`src/rtl/dmem_arb_pkg.sv`:
```
// Shared types for the data-memory arbiter: FSM states, requester id and the
// latched memory request.
package dmem_arb_pkg;

  localparam int NUM_REQ = 2;

  typedef enum logic [1:0] {
    IDLE    = 2'd0,
    LOAD    = 2'd1,
    STORE   = 2'd2,
    RECOVER = 2'd3
  } arb_state_t;

  typedef logic req_id_t;

  typedef struct packed {
    logic        write;
    logic [31:0] address;
    logic [31:0] storeData;
    logic [3:0]  byteEnable;
  } mem_req_t;

endpackage

```
`src/rtl/dmem_arbiter_if.sv`:
```
// Requester-side and memory-side signals of the data-memory arbiter.
// slave = arbiter view; master = the requesters plus the memory driving it.
interface dmem_arbiter_if;
  import dmem_arb_pkg::*;

  // Handshake: a requester raises reqValid[i] with its command and holds both
  // unchanged-in-intent until the one-cycle reqDone[i] pulse; reqError[i] and
  // reqLoadData are only meaningful in that pulse cycle.
  logic [NUM_REQ-1:0]       reqValid;
  logic [NUM_REQ-1:0]       reqWrite;
  logic [NUM_REQ-1:0][31:0] reqAddress;
  logic [NUM_REQ-1:0][31:0] reqStoreData;
  logic [NUM_REQ-1:0][3:0]  reqByteEnable;
  logic [NUM_REQ-1:0]       reqDone;
  logic [NUM_REQ-1:0]       reqError;
  logic [31:0]              reqLoadData;

  logic [31:0]              memAddress;
  logic [31:0]              memStoreData;
  logic [3:0]               memByteEnable;
  logic                     memStoreValid;
  logic [31:0]              memLoadData;
  logic                     memLoadDataValid;
  logic                     memStoreComplete;

  modport slave (
    input  reqValid, reqWrite, reqAddress, reqStoreData, reqByteEnable,
    input  memLoadData, memLoadDataValid, memStoreComplete,
    output reqDone, reqError, reqLoadData,
    output memAddress, memStoreData, memByteEnable, memStoreValid
  );

  modport master (
    output reqValid, reqWrite, reqAddress, reqStoreData, reqByteEnable,
    output memLoadData, memLoadDataValid, memStoreComplete,
    input  reqDone, reqError, reqLoadData,
    input  memAddress, memStoreData, memByteEnable, memStoreValid
  );

endinterface

```
`src/rtl/dmem_arb_select.sv`:
```
// Combinational grant among eligible requesters. DMEM_ARB_RR_EN selects
// round-robin (rr_ptr_i is the preferred requester); otherwise requester 0 wins.
module dmem_arb_select
  import dmem_arb_pkg::*;
(
  input  logic [NUM_REQ-1:0] eligible_i,
`ifdef DMEM_ARB_RR_EN
  input  req_id_t            rr_ptr_i,
`endif
  output logic               grant_valid_o,
  output req_id_t            grant_id_o
);

  always_comb begin
    grant_valid_o = |eligible_i;
`ifdef DMEM_ARB_RR_EN
    grant_id_o    = eligible_i[rr_ptr_i] ? rr_ptr_i : ~rr_ptr_i;
`else
    grant_id_o    = eligible_i[0] ? 1'b0 : 1'b1;
`endif
  end

endmodule

```
`src/rtl/dmem_arbiter.sv`:
```
// Serialises two requesters onto the single Dmem port and runs the edge-triggered
// store protocol. Define DMEM_ARB_RR_EN for round-robin, else fixed priority.
module dmem_arbiter
  import dmem_arb_pkg::*;
#(
  parameter int STORE_TIMEOUT = 16
) (
  input  logic           clock,
  input  logic           reset,
  dmem_arbiter_if.slave  bus,
  output arb_state_t     dbg_state_o
);

  localparam int CW = $clog2(STORE_TIMEOUT + 1);

  arb_state_t         state_q, state_d;
  req_id_t            id_q, id_d;
  mem_req_t           req_q, req_d;
  logic [CW-1:0]      cnt_q, cnt_d, cnt_inc;
  logic [NUM_REQ-1:0] done_q, done_d;
  logic [NUM_REQ-1:0] err_q, err_d;
  logic [31:0]        ld_q, ld_d;

  logic [NUM_REQ-1:0] eligible;
  logic               gnt_valid;
  req_id_t            gnt_id;

  // A requester still holding valid in its own done cycle is stale; skip it.
  assign eligible = bus.reqValid & ~done_q;
  assign cnt_inc  = cnt_q + CW'(1);

`ifdef DMEM_ARB_RR_EN
  req_id_t rr_q;

  always_ff @(posedge clock or negedge reset) begin
    if (!reset) begin
      rr_q <= 1'b0;
    end else if (state_q == IDLE && gnt_valid) begin
      rr_q <= ~gnt_id;
    end
  end
`endif

  dmem_arb_select u_select (
    .eligible_i    (eligible),
`ifdef DMEM_ARB_RR_EN
    .rr_ptr_i      (rr_q),
`endif
    .grant_valid_o (gnt_valid),
    .grant_id_o    (gnt_id)
  );

  always_ff @(posedge clock or negedge reset) begin
    if (!reset) begin
      state_q <= IDLE;
      id_q    <= 1'b0;
      req_q   <= '0;
      cnt_q   <= '0;
      done_q  <= '0;
      err_q   <= '0;
      ld_q    <= '0;
    end else begin
      state_q <= state_d;
      id_q    <= id_d;
      req_q   <= req_d;
      cnt_q   <= cnt_d;
      done_q  <= done_d;
      err_q   <= err_d;
      ld_q    <= ld_d;
    end
  end

  always_comb begin
    state_d = state_q;
    id_d    = id_q;
    req_d   = req_q;
    cnt_d   = cnt_q;
    done_d  = '0;
    err_d   = '0;
    ld_d    = ld_q;
    unique case (state_q)
      IDLE: begin
        if (gnt_valid) begin
          id_d             = gnt_id;
          req_d.write      = bus.reqWrite[gnt_id];
          req_d.address    = bus.reqAddress[gnt_id];
          req_d.storeData  = bus.reqStoreData[gnt_id];
          req_d.byteEnable = bus.reqByteEnable[gnt_id];
          state_d          = bus.reqWrite[gnt_id] ? STORE : LOAD;
        end
      end
      LOAD: begin
        if (bus.memLoadDataValid) begin
          ld_d         = bus.memLoadData;
          done_d[id_q] = 1'b1;
          state_d      = IDLE;
        end
      end
      STORE: begin
        cnt_d = cnt_inc;
        if (bus.memStoreComplete) begin
          done_d[id_q] = 1'b1;
          state_d      = RECOVER;
        end else if (cnt_inc == CW'(STORE_TIMEOUT)) begin
          done_d[id_q] = 1'b1;
          err_d[id_q]  = 1'b1;
          state_d      = RECOVER;
        end
      end
      RECOVER: begin
        // One low cycle of storeValid so the memory sees a fresh rising edge.
        cnt_d   = '0;
        state_d = IDLE;
      end
      default: state_d = IDLE;
    endcase
  end

  assign bus.reqDone       = done_q;
  assign bus.reqError      = err_q;
  assign bus.reqLoadData   = ld_q;
  assign bus.memAddress    = req_q.address;
  assign bus.memStoreData  = req_q.storeData;
  assign bus.memByteEnable = req_q.byteEnable;
  assign bus.memStoreValid = (state_q == STORE) && req_q.write;
  assign dbg_state_o       = state_q;

endmodule

```
`src/flat_wrapper.sv`:
```
// flat-port wrapper written by rule: the top's interface ports become plain ports
module dmem_arbiter_flat import dmem_arb_pkg::*;
#(
  parameter int STORE_TIMEOUT = 16
)
  (clock, reset, dbg_state_o, bus_reqValid, bus_reqWrite, bus_reqAddress, bus_reqStoreData, bus_reqByteEnable, bus_memLoadData, bus_memLoadDataValid, bus_memStoreComplete, bus_reqDone, bus_reqError, bus_reqLoadData, bus_memAddress, bus_memStoreData, bus_memByteEnable, bus_memStoreValid);
  dmem_arbiter_if bus_i ();
  input  logic clock;
  input  logic reset;
  output arb_state_t dbg_state_o;
  input wire logic [$bits(bus_i.reqValid)-1:0] bus_reqValid;
  input wire logic [$bits(bus_i.reqWrite)-1:0] bus_reqWrite;
  input wire logic [$bits(bus_i.reqAddress)-1:0] bus_reqAddress;
  input wire logic [$bits(bus_i.reqStoreData)-1:0] bus_reqStoreData;
  input wire logic [$bits(bus_i.reqByteEnable)-1:0] bus_reqByteEnable;
  input wire logic [$bits(bus_i.memLoadData)-1:0] bus_memLoadData;
  input wire logic [$bits(bus_i.memLoadDataValid)-1:0] bus_memLoadDataValid;
  input wire logic [$bits(bus_i.memStoreComplete)-1:0] bus_memStoreComplete;
  output wire logic [$bits(bus_i.reqDone)-1:0] bus_reqDone;
  output wire logic [$bits(bus_i.reqError)-1:0] bus_reqError;
  output wire logic [$bits(bus_i.reqLoadData)-1:0] bus_reqLoadData;
  output wire logic [$bits(bus_i.memAddress)-1:0] bus_memAddress;
  output wire logic [$bits(bus_i.memStoreData)-1:0] bus_memStoreData;
  output wire logic [$bits(bus_i.memByteEnable)-1:0] bus_memByteEnable;
  output wire logic [$bits(bus_i.memStoreValid)-1:0] bus_memStoreValid;
  assign bus_i.reqValid = bus_reqValid;
  assign bus_i.reqWrite = bus_reqWrite;
  assign bus_i.reqAddress = bus_reqAddress;
  assign bus_i.reqStoreData = bus_reqStoreData;
  assign bus_i.reqByteEnable = bus_reqByteEnable;
  assign bus_i.memLoadData = bus_memLoadData;
  assign bus_i.memLoadDataValid = bus_memLoadDataValid;
  assign bus_i.memStoreComplete = bus_memStoreComplete;
  assign bus_reqDone = bus_i.reqDone;
  assign bus_reqError = bus_i.reqError;
  assign bus_reqLoadData = bus_i.reqLoadData;
  assign bus_memAddress = bus_i.memAddress;
  assign bus_memStoreData = bus_i.memStoreData;
  assign bus_memByteEnable = bus_i.memByteEnable;
  assign bus_memStoreValid = bus_i.memStoreValid;
  dmem_arbiter #(.STORE_TIMEOUT(STORE_TIMEOUT)) u_core (.clock(clock), .reset(reset), .bus(bus_i), .dbg_state_o(dbg_state_o));
endmodule
```
`config.mk`:
```
export PLATFORM = sky130hd
export DESIGN_NAME = dmem_arbiter_flat
export DESIGN_NICKNAME = d
export VERILOG_FILES = /design/src/rtl/dmem_arb_pkg.sv /design/src/rtl/dmem_arbiter_if.sv /design/src/rtl/dmem_arb_select.sv /design/src/rtl/dmem_arbiter.sv /design/src/flat_wrapper.sv
export SDC_FILE = /design/constraint.sdc
export NUM_CORES = 1
export LEC_CHECK = 0
export CAP_MARGIN = 10
export CORE_ASPECT_RATIO = 0.9
export CORE_MARGIN = 2
export CORE_UTILIZATION = 30
export DETAILED_ROUTE_END_ITERATION = 12
export RECOVER_POWER = 50
export SYNTH_ARGS = -nofsm -noshare
export SYNTH_HDL_FRONTEND = slang
export SYNTH_HIERARCHICAL = 1
export SYNTH_SLANG_ARGS = --single-unit
```
`constraint.sdc`:
```
create_clock -name clock -period 1.6 [get_ports clock]
set_input_delay 0.32 -clock clock [delete_from_list [all_inputs] [get_ports clock]]
set_output_delay 0.32 -clock clock [all_outputs]
set_load 0.01 [all_outputs]
```
==> insert_results.sql, run 1 <==
INSERT INTO impl_metrics (metric_group, metric, value, unit) VALUES
('status', 'run_status', 'completed', ''),
('route', 'route.antenna.remaining_nets', '0', ''),
('worst_setup_path', 'worstRegToRegCells', '5', ''),
('route', 'drt_wl_total', '16.2', 'mm'),
('worst_setup_path', 'cp_data_required_time', '1.28', 'ns'),
('global_routing', 'overall_global_routing_usage', '0.152', ''),
('floorplan', 'die_height', '135', 'µm'),
('timing', 'totalNegativeSetupSlack', '0', 'ns'),
('worst_hold_path', 'hp-class', 'register to register', ''),
('layout', 'layout.filler_cells', '1735', ''),
('worst_setup_path', 'setup.worst_path.start_class', 'register', ''),
('worst_hold_path', 'min-delay-start', 'u_core/id_q', ''),
('timing', 'setup_clock_skew_after_layout', '0.00647', 'ns'),
('layout', 'instances_no_fill', '989', ''),
('floorplan', 'die-area', '20200', 'µm²'),
('power_and_ir_drop', 'netSwitchingPower', '5.58', 'mW'),
('worst_setup_path', 'crit_path_max_fanout', '4', ''),
('power_and_ir_drop', 'power.share.clock', '0.232', ''),
('worst_hold_path', 'min_delay_path_depth', '1', ''),
('power_and_ir_drop', 'p_seq_frac', '0.313', ''),
('synth', 'synth_top_cell_by_area', 'sky130_fd_sc_hd__dfrtp_1', ''),
('synth', 'synth_warnings', '6', ''),
('worst_setup_path', 'worstPathCellList', 'ha_4 -> and2_4 -> buf_6', ''),
('global_routing', 'groute.layer.met2.usage', '0.265', ''),
('global_routing', 'grt.met3_usage', '0.0673', ''),
('timing', 'slew-limit-headroom', '0.405', ''),
('synth', 'post-synth-top-area-fraction', '0.493', ''),
('layout', 'multi_input_comb_area', '2190', 'µm²'),
('global_routing', 'grt_antenna_before_repair', '0', ''),
('route', 'drtIter0Drc', '179', ''),
('power_and_ir_drop', 'power.share.switching', '0.351', ''),
('timing', 'worst_slew_pin_slew', '0.893', 'ns'),
('synth', 'postSynthRegisterBits', '113', ''),
('worst_setup_path', 'regToRegEndpoint', 'u_core/bus.reqLoadData[12]', ''),
('layout', 'synthToLayoutAreaGrowth', '56.2', '%'),
('floorplan', 'design.portCount', '283', ''),
('floorplan', 'row_count', '47', ''),
('timing', 'post-route-min-period', '1.58', 'ns'),
('worst_setup_path', 'regToRegSetupSlack', '0.04', 'ns'),
('layout', 'final_cell_mix', 'sky130_fd_sc_hd__clkdlybuf4s50_1 (174), sky130_fd_sc_hd__dfrtp_1 (112), sky130_fd_sc_hd__dlygate4sd2_1 (106)', ''),
('worst_setup_path', 'crit_type', 'register to output port', ''),
('layout', 'final_net_count', '913', ''),
('power_and_ir_drop', 'p_int', '10.3', 'mW'),
('route', 'vias', '4383', ''),
('placed_design', 'finalWeightedCongestion', '0.780', ''),
('placed_design', 'io_buffers', '282', ''),
('synth', 'synthesis.area', '5730', 'µm²'),
('worst_setup_path', 'critPathSlowestCell', 'sky130_fd_sc_hd__dfrtp_2', ''),
('global_routing', 'maximum_number_of_pins_on_one_net_before_global_route_repair', '64', ''),
('power_and_ir_drop', 'combinationalPowerShare', '0.454', ''),
('worst_setup_path', 'worst_ep_arrival_time', '1.26', 'ns'),
('synth', 'synth.net_count', '683', ''),
('flow_run', 'drv_cap', '0', ''),
('timing', 'final_period_utilization', '0.988', ''),
('timing', 'timing.final.hold_violations', '0', ''),
('route', 'via_per_inst', '4.43', ''),
('floorplan', 'die_width', '150', 'µm'),
('synth', 'ys_types', '28', ''),
('clocking', 'clock_path_buffers', '2', ''),
('synth', 'netlist_top_cells_area', 'sky130_fd_sc_hd__dfrtp_1 (49%), sky130_fd_sc_hd__mux2i_1 (13%), sky130_fd_sc_hd__buf_4 (9.2%)', ''),
('clocking', 'cts-buffers-inserted', '17', ''),
('clocking', 'tritoncts_clock_tree', 'built', ''),
('synth', 'avgSynthCellArea', '11.4', 'µm²'),
('global_routing', 'grt_pass1_wl', '23.7', 'mm'),
('global_routing', 'number_of_global_route_vias_before_repair', '4507', ''),
('layout', 'fin_util', '0.482', ''),
('global_routing', 'globalRouteOverflowTotal', '0', ''),
('timing', 'max_freq', '632', 'MHz'),
('layout', 'seqCellArea', '2830', 'µm²'),
('worst_hold_path', 'hold-path-endpoint', 'u_core/bus.reqError[0]', ''),
('power_and_ir_drop', 'static-leakage-power', '3.92', 'nW');
==> worst max-delay path: cells and delay by family (launching register included) <==
family / cells / cell delay (ns)
buffers and inverters: 1 / 0.11
adders and majority gates: 1 / 0.17
and+or+nand+nor: 1 / 0.13
DFF: 1 / 0.44
==> flip-flops by register name (all words and copies together) (netlist names) <==
| signal | count |
|---|---|
| u_core/bus.memAddress | 32 |
| u_core/bus.memStoreData | 32 |
| u_core/bus.reqLoadData | 32 |
| u_core/cnt_q | 5 |
| u_core/bus.memByteEnable | 4 |
| u_core/bus.reqDone | 2 |
| u_core/bus.reqError | 2 |
| u_core/dbg_state_o | 2 |
| u_core/id_q | 1 |
| u_core/req_q | 1 |
==> stage by stage <==
step	setup slack (ns)	hold WS [ns]	area, µm²	total power, mW
3_5_place_dp	-0.343	0.345	8310	12.7
4_1_cts	-0.0602	0.458	8790	15.6
2_1_floorplan	0.0593	0.0244	5730	9.97
6_report	0.0187	0.468	8950	15.9
3_3_place_gp	-0.343	0.351	8310	12.5
5_1_grt	-0.0338	0.486	8950	17.0
==> Yosys cell counts <==
cell type / number
sky130_fd_sc_hd__o21ai_1: 1
sky130_fd_sc_hd__mux2_2: 23
sky130_fd_sc_hd__buf_12: 1
sky130_fd_sc_hd__o21ai_0: 2
sky130_fd_sc_hd__and2_1: 3
sky130_fd_sc_hd__xnor2_1: 1
sky130_fd_sc_hd__ha_1: 5
sky130_fd_sc_hd__and2_2: 1
sky130_fd_sc_hd__dfrtp_1: 113
sky130_fd_sc_hd__a21oi_2: 30
sky130_fd_sc_hd__nand2_1: 4
sky130_fd_sc_hd__nand2b_1: 1
sky130_fd_sc_hd__or2_1: 1
sky130_fd_sc_hd__o22ai_4: 1
sky130_fd_sc_hd__nor2b_1: 5
sky130_fd_sc_hd__buf_4: 70
sky130_fd_sc_hd__nand4_1: 2
sky130_fd_sc_hd__a311oi_1: 1
sky130_fd_sc_hd__nand3_1: 2
sky130_fd_sc_hd__buf_2: 9
sky130_fd_sc_hd__nor2_1: 76
sky130_fd_sc_hd__nor3_1: 4
sky130_fd_sc_hd__mux2_1: 9
sky130_fd_sc_hd__a21oi_1: 40
sky130_fd_sc_hd__mux2i_1: 73
sky130_fd_sc_hd__buf_6: 17
sky130_fd_sc_hd__xor2_1: 3
sky130_fd_sc_hd__inv_1: 4
==> worst max-delay path by stage <==
stage | from | endpoint | slack, ns | depth (start not counted)
6_report | u_core/dbg_state_o[1] | bus_memStoreValid | 0.02 | 3
5_1_grt | u_core/dbg_state_o[1] | bus_memStoreValid | -0.03 | 3
4_1_cts | u_core/dbg_state_o[0] | bus_memStoreValid | -0.06 | 4
3_5_place_dp | bus_reqValid[0] | u_core/bus.memStoreData[8] | -0.34 | 7
3_3_place_gp | bus_reqValid[0] | u_core/bus.memStoreData[8] | -0.34 | 7
2_1_floorplan | u_core/dbg_state_o[0] | u_core/bus.memStoreData[11] | 0.06 | 8
==> what timing repair did <==
item | in CTS | in global routing
pin swaps | 0 | 5
endpoints found under the hold margin | 113 | 0
setup endpoints to repair | 143 | 68
cloned | 0 | 5
hold buffers | 1 | 0
setup buffers | 1 | 0
resized for setup | 117 | 21
==> final cells by class <==
| type | instances | area share |
|---|---|---|
| clock inverters | 10 | 0.0123 |
| repair buffers | 307 | 0.339 |
| multi-input cells | 289 | 0.244 |
| well taps | 245 | 0.0342 |
| clock buffers | 21 | 0.0525 |
| flip-flops and latches | 113 | 0.316 |
| inverters | 4 | 0.00196 |
==> per-layer routing <==
metal | part of all wire | wire [µm]
met1 | 0.39 | 6350
met2 | 0.50 | 8070
met3 | 0.10 | 1650
met4 | 0.0097 | 157
met5 | 0 | 0
==> kinds of logic after synthesis <==
logic type / Yosys count / synth area share
AO/OA/AOI/OAI: 75 / 0.0884
XOR/XNOR: 4 / 0.00611
adder cells (fa/ha/maj): 5 / 0.0109
buffers and inverters: 101 / 0.139
flip-flops: 113 / 0.493
multiplexers: 105 / 0.190
AND/OR/NAND/NOR: 99 / 0.0720
==> power by group through the flow <==
stage | Clock (mW) | Sequential (mW) | Combinational [mW]
5_1_grt | 3.96 | 5.17 | 7.86
4_1_cts | 3.82 | 4.99 | 6.77
6_report | 3.70 | 4.98 | 7.23
2_1_floorplan | 0 | 5.09 | 4.88
3_5_place_dp | 0 | 5.06 | 7.63
3_3_place_gp | 0 | 4.99 | 7.49
Power figures use the tool's default switching activity.
==> inputs of run 2 (changes only) <==
--- a/config.mk
+++ b/config.mk
@@ -6,7 +6,6 @@
 export NUM_CORES = 1
 export LEC_CHECK = 0
 export CAP_MARGIN = 10
-export CORE_ASPECT_RATIO = 0.9
 export CORE_MARGIN = 2
 export CORE_UTILIZATION = 30
 export DETAILED_ROUTE_END_ITERATION = 12
==> insert_results.sql, run 2 (synthesis results as in run 1) <==
INSERT INTO impl_metrics (metric_group, metric, value, unit) VALUES
('clocking', 'cts-buffers-inserted', '17', ''),
('worst_setup_path', 'worstPathCellList', 'inv_2 -> ha_4 -> and2_1 -> buf_2', ''),
('timing', 'post-route-min-period', '1.61', 'ns'),
('layout', 'seqCellArea', '2830', 'µm²'),
('timing', 'worst_slew_pin_slew', '0.693', 'ns'),
('route', 'via_per_inst', '4.48', ''),
('power_and_ir_drop', 'static-leakage-power', '4.00', 'nW'),
('route', 'number_of_optimization_iterations_in_the_first_detailed_route_pass', '4', ''),
('floorplan', 'die_width', '142', 'µm'),
('route', 'drtIter0Drc', '177', ''),
('placed_design', 'place.detailed.hpwl', '11.3', 'mm'),
('clocking', 'clock_sinks', '113', ''),
('global_routing', 'maximum_number_of_pins_on_one_net_before_global_route_repair', '68', ''),
('status', 'run_status', 'finished, violations left', ''),
('clocking', 'clk_latency', '0.41', 'ns'),
('worst_setup_path', 'cp_data_required_time', '1.28', 'ns'),
('flow_run', 'drv_cap', '0', ''),
('floorplan', 'die_height', '142', 'µm'),
('power_and_ir_drop', 'power-per-cell-area', '1780', 'nW/µm²'),
('global_routing', 'globalRouteOverflowTotal', '0', ''),
('clocking', 'tritoncts_clock_tree', 'built', ''),
('global_routing', 'grt_antenna_before_repair', '0', ''),
('timing', 'timing.final.ws_setup', '-0.00654', 'ns'),
('layout', 'instances_no_fill', '990', ''),
('floorplan', 'design.portCount', '283', ''),
('global_routing', 'overall_global_routing_usage', '0.146', ''),
('floorplan', 'core', '18700', 'µm²'),
('power_and_ir_drop', 'vdd_drop_max', '0.801', 'mV'),
('worst_setup_path', 'critPathSlowestCell', 'sky130_fd_sc_hd__dfrtp_1', ''),
('worst_setup_path', 'crit_type', 'register to output port', ''),
('route', 'vias', '4439', ''),
('layout', 'layout.filler_cells', '1706', ''),
('timing', 'final_period_utilization', '1.00', ''),
('layout', 'multi_input_comb_area', '2180', 'µm²'),
('timing', 'timing.final.setup_violations', '1', ''),
('route', 'wire_length_per_cell', '16.5', 'µm'),
('route', 'route.antenna.remaining_nets', '0', ''),
('timing', 'slew-limit-headroom', '0.538', ''),
('worst_setup_path', 'worst_ep_arrival_time', '1.29', 'ns'),
('timing', 'max_freq', '622', 'MHz'),
('global_routing', 'grt_pass1_wl', '22.7', 'mm'),
('layout', 'final_layout_size_suffix_gt1_frac', '0.193', ''),
('layout', 'fin_area', '9100', 'µm²'),
('route', 'drt_wl_total', '16.4', 'mm'),
('route', 'route.detailed.drc', '0', ''),
('floorplan', 'row_count', '50', ''),
('clocking', 'clock_transition_at_the_register_clock_pins_on_the_worst_setup_and_hold_paths_after_cts', '0.06', 'ns'),
('floorplan', 'die-area', '20200', 'µm²'),
('timing', 'hold_slack', '0.478', 'ns'),
('clocking', 'clock_path_buffers', '2', ''),
('layout', 'antennaDiodeCount', '0', ''),
('power_and_ir_drop', 'design_power_total', '16.2', 'mW'),
('clocking', 'clock_tree.root_cell', 'sky130_fd_sc_hd__clkbuf_16', ''),
('timing', 'rsz_0062_raised_after_global_routing', 'yes', ''),
('worst_setup_path', 'crit_path_max_fanout', '3', ''),
('placed_design', 'io_buffers', '282', ''),
('placed_design', 'detailedPlace.worstSlack', '-0.313', 'ns'),
('worst_setup_path', 'endpoint_kind', 'output port', ''),
('layout', 'fin_util', '0.486', ''),
('worst_hold_path', 'hp-class', 'input port to async pin', ''),
('clocking', 'clock_tree.htree_level_count', '4', ''),
('worst_setup_path', 'setup.worst_path.start_class', 'register', ''),
('worst_setup_path', 'critical-path-max-stage-delay', '0.39', 'ns'),
('layout', 'final_net_count', '924', ''),
('placed_design', 'placed_area', '8310', 'µm²'),
('layout', 'synthToLayoutAreaGrowth', '58.7', '%'),
('placed_design', 'finalWeightedCongestion', '0.779', ''),
('status', 'failing_checks', 'setup timing', ''),
('floorplan', 'initial_utilization', '0.306', ''),
('timing', 'timing.final.hold_violations', '0', ''),
('timing', 'totalNegativeSetupSlack', '-0.00654', 'ns'),
('timing', 'finalMaxSlewViolations', '0', ''),
('placed_design', 'dp.cells', '941', ''),
('layout', 'final_cell_mix', 'sky130_fd_sc_hd__clkdlybuf4s50_1 (174), sky130_fd_sc_hd__dfrtp_1 (113), sky130_fd_sc_hd__dlygate4sd2_1 (104)', ''),
('timing', 'setup_clock_skew_after_layout', '0.00599', 'ns'),
('layout', 'most_common_cell_after_layout_fill_and_taps_aside', 'sky130_fd_sc_hd__clkdlybuf4s50_1', ''),
('global_routing', 'number_of_global_route_vias_before_repair', '4541', '');
[run 2: cell count changes in the layout (fill, tap and decap cells not counted), sizes merged]
cell,delta
clkinvlp,-1
dlygate4sd2,-2
clkinv,+4
clkbuf,-1
bufinv,-1
inv,+3
and2,-1
buf,+11
[run 2: final timing paths]
path / start / to / slack (ns) / cells after the start
max: u_core/dbg_state_o[0] / bus_memStoreValid / -0.007 / 4
min: reset / u_core/bus.reqLoadData[4] / 0.48 / 2
max reg2reg: u_core/dbg_state_o[1] / u_core/bus.reqLoadData[12] / 0.01 / 5
min reg2reg: u_core/id_q / u_core/bus.reqError[0] / 0.48 / 1
max in group asynchronous: reset / u_core/bus.memAddress[26] / 0.26 / 3
min in group clock: u_core/id_q / u_core/bus.reqError[0] / 0.48 / 1
[run 2: worst max-delay path, delay by kind of cell, from the launching register on]
kind	cells	cell delay, ns
flip-flops	1	0.39
adder cells (fa/ha/maj)	1	0.15
buffers and inverters	2	0.21
AND/OR/NAND/NOR	1	0.12
[run 2: layer usage]
layer  GRT usage  routed length, µm  vias to the layer above
li1            -                  -                     2127
met4      0.0553                255                        0
met2       0.246               7970                      202
met1       0.156               6460                     2090
met5           0                  0                        -
met3      0.0730               1670                       20
[run 2: repair_timing]
action                                  in CTS  in global routing
hold buffers                                 1                  0
buffers inserted                             0                  6
endpoints found under the setup margin     108                 95
cloned                                       0                 10
resized for setup                          113                 26
endpoints found under the hold margin       24                  0
[run 2: report_power, final]
| part | switching (mW) | internal [mW] | total [mW] |
|---|---|---|---|
| Sequential | 0.728 | 4.25 | 4.97 |
| Combinational | 3.65 | 3.96 | 7.61 |
| Clock | 1.43 | 2.15 | 3.58 |
| Total | 5.81 | 10.4 | 16.2 |
[run 2: final cells by class]
type,instances,share of cell area
Clock buffer,17,0.0467
Multi-Input combinational cell,288,0.239
Clock inverter,15,0.0151
Sequential cell,113,0.311
Inverter,4,0.00192
Timing Repair Buffer,319,0.354
Tap cell,234,0.0322
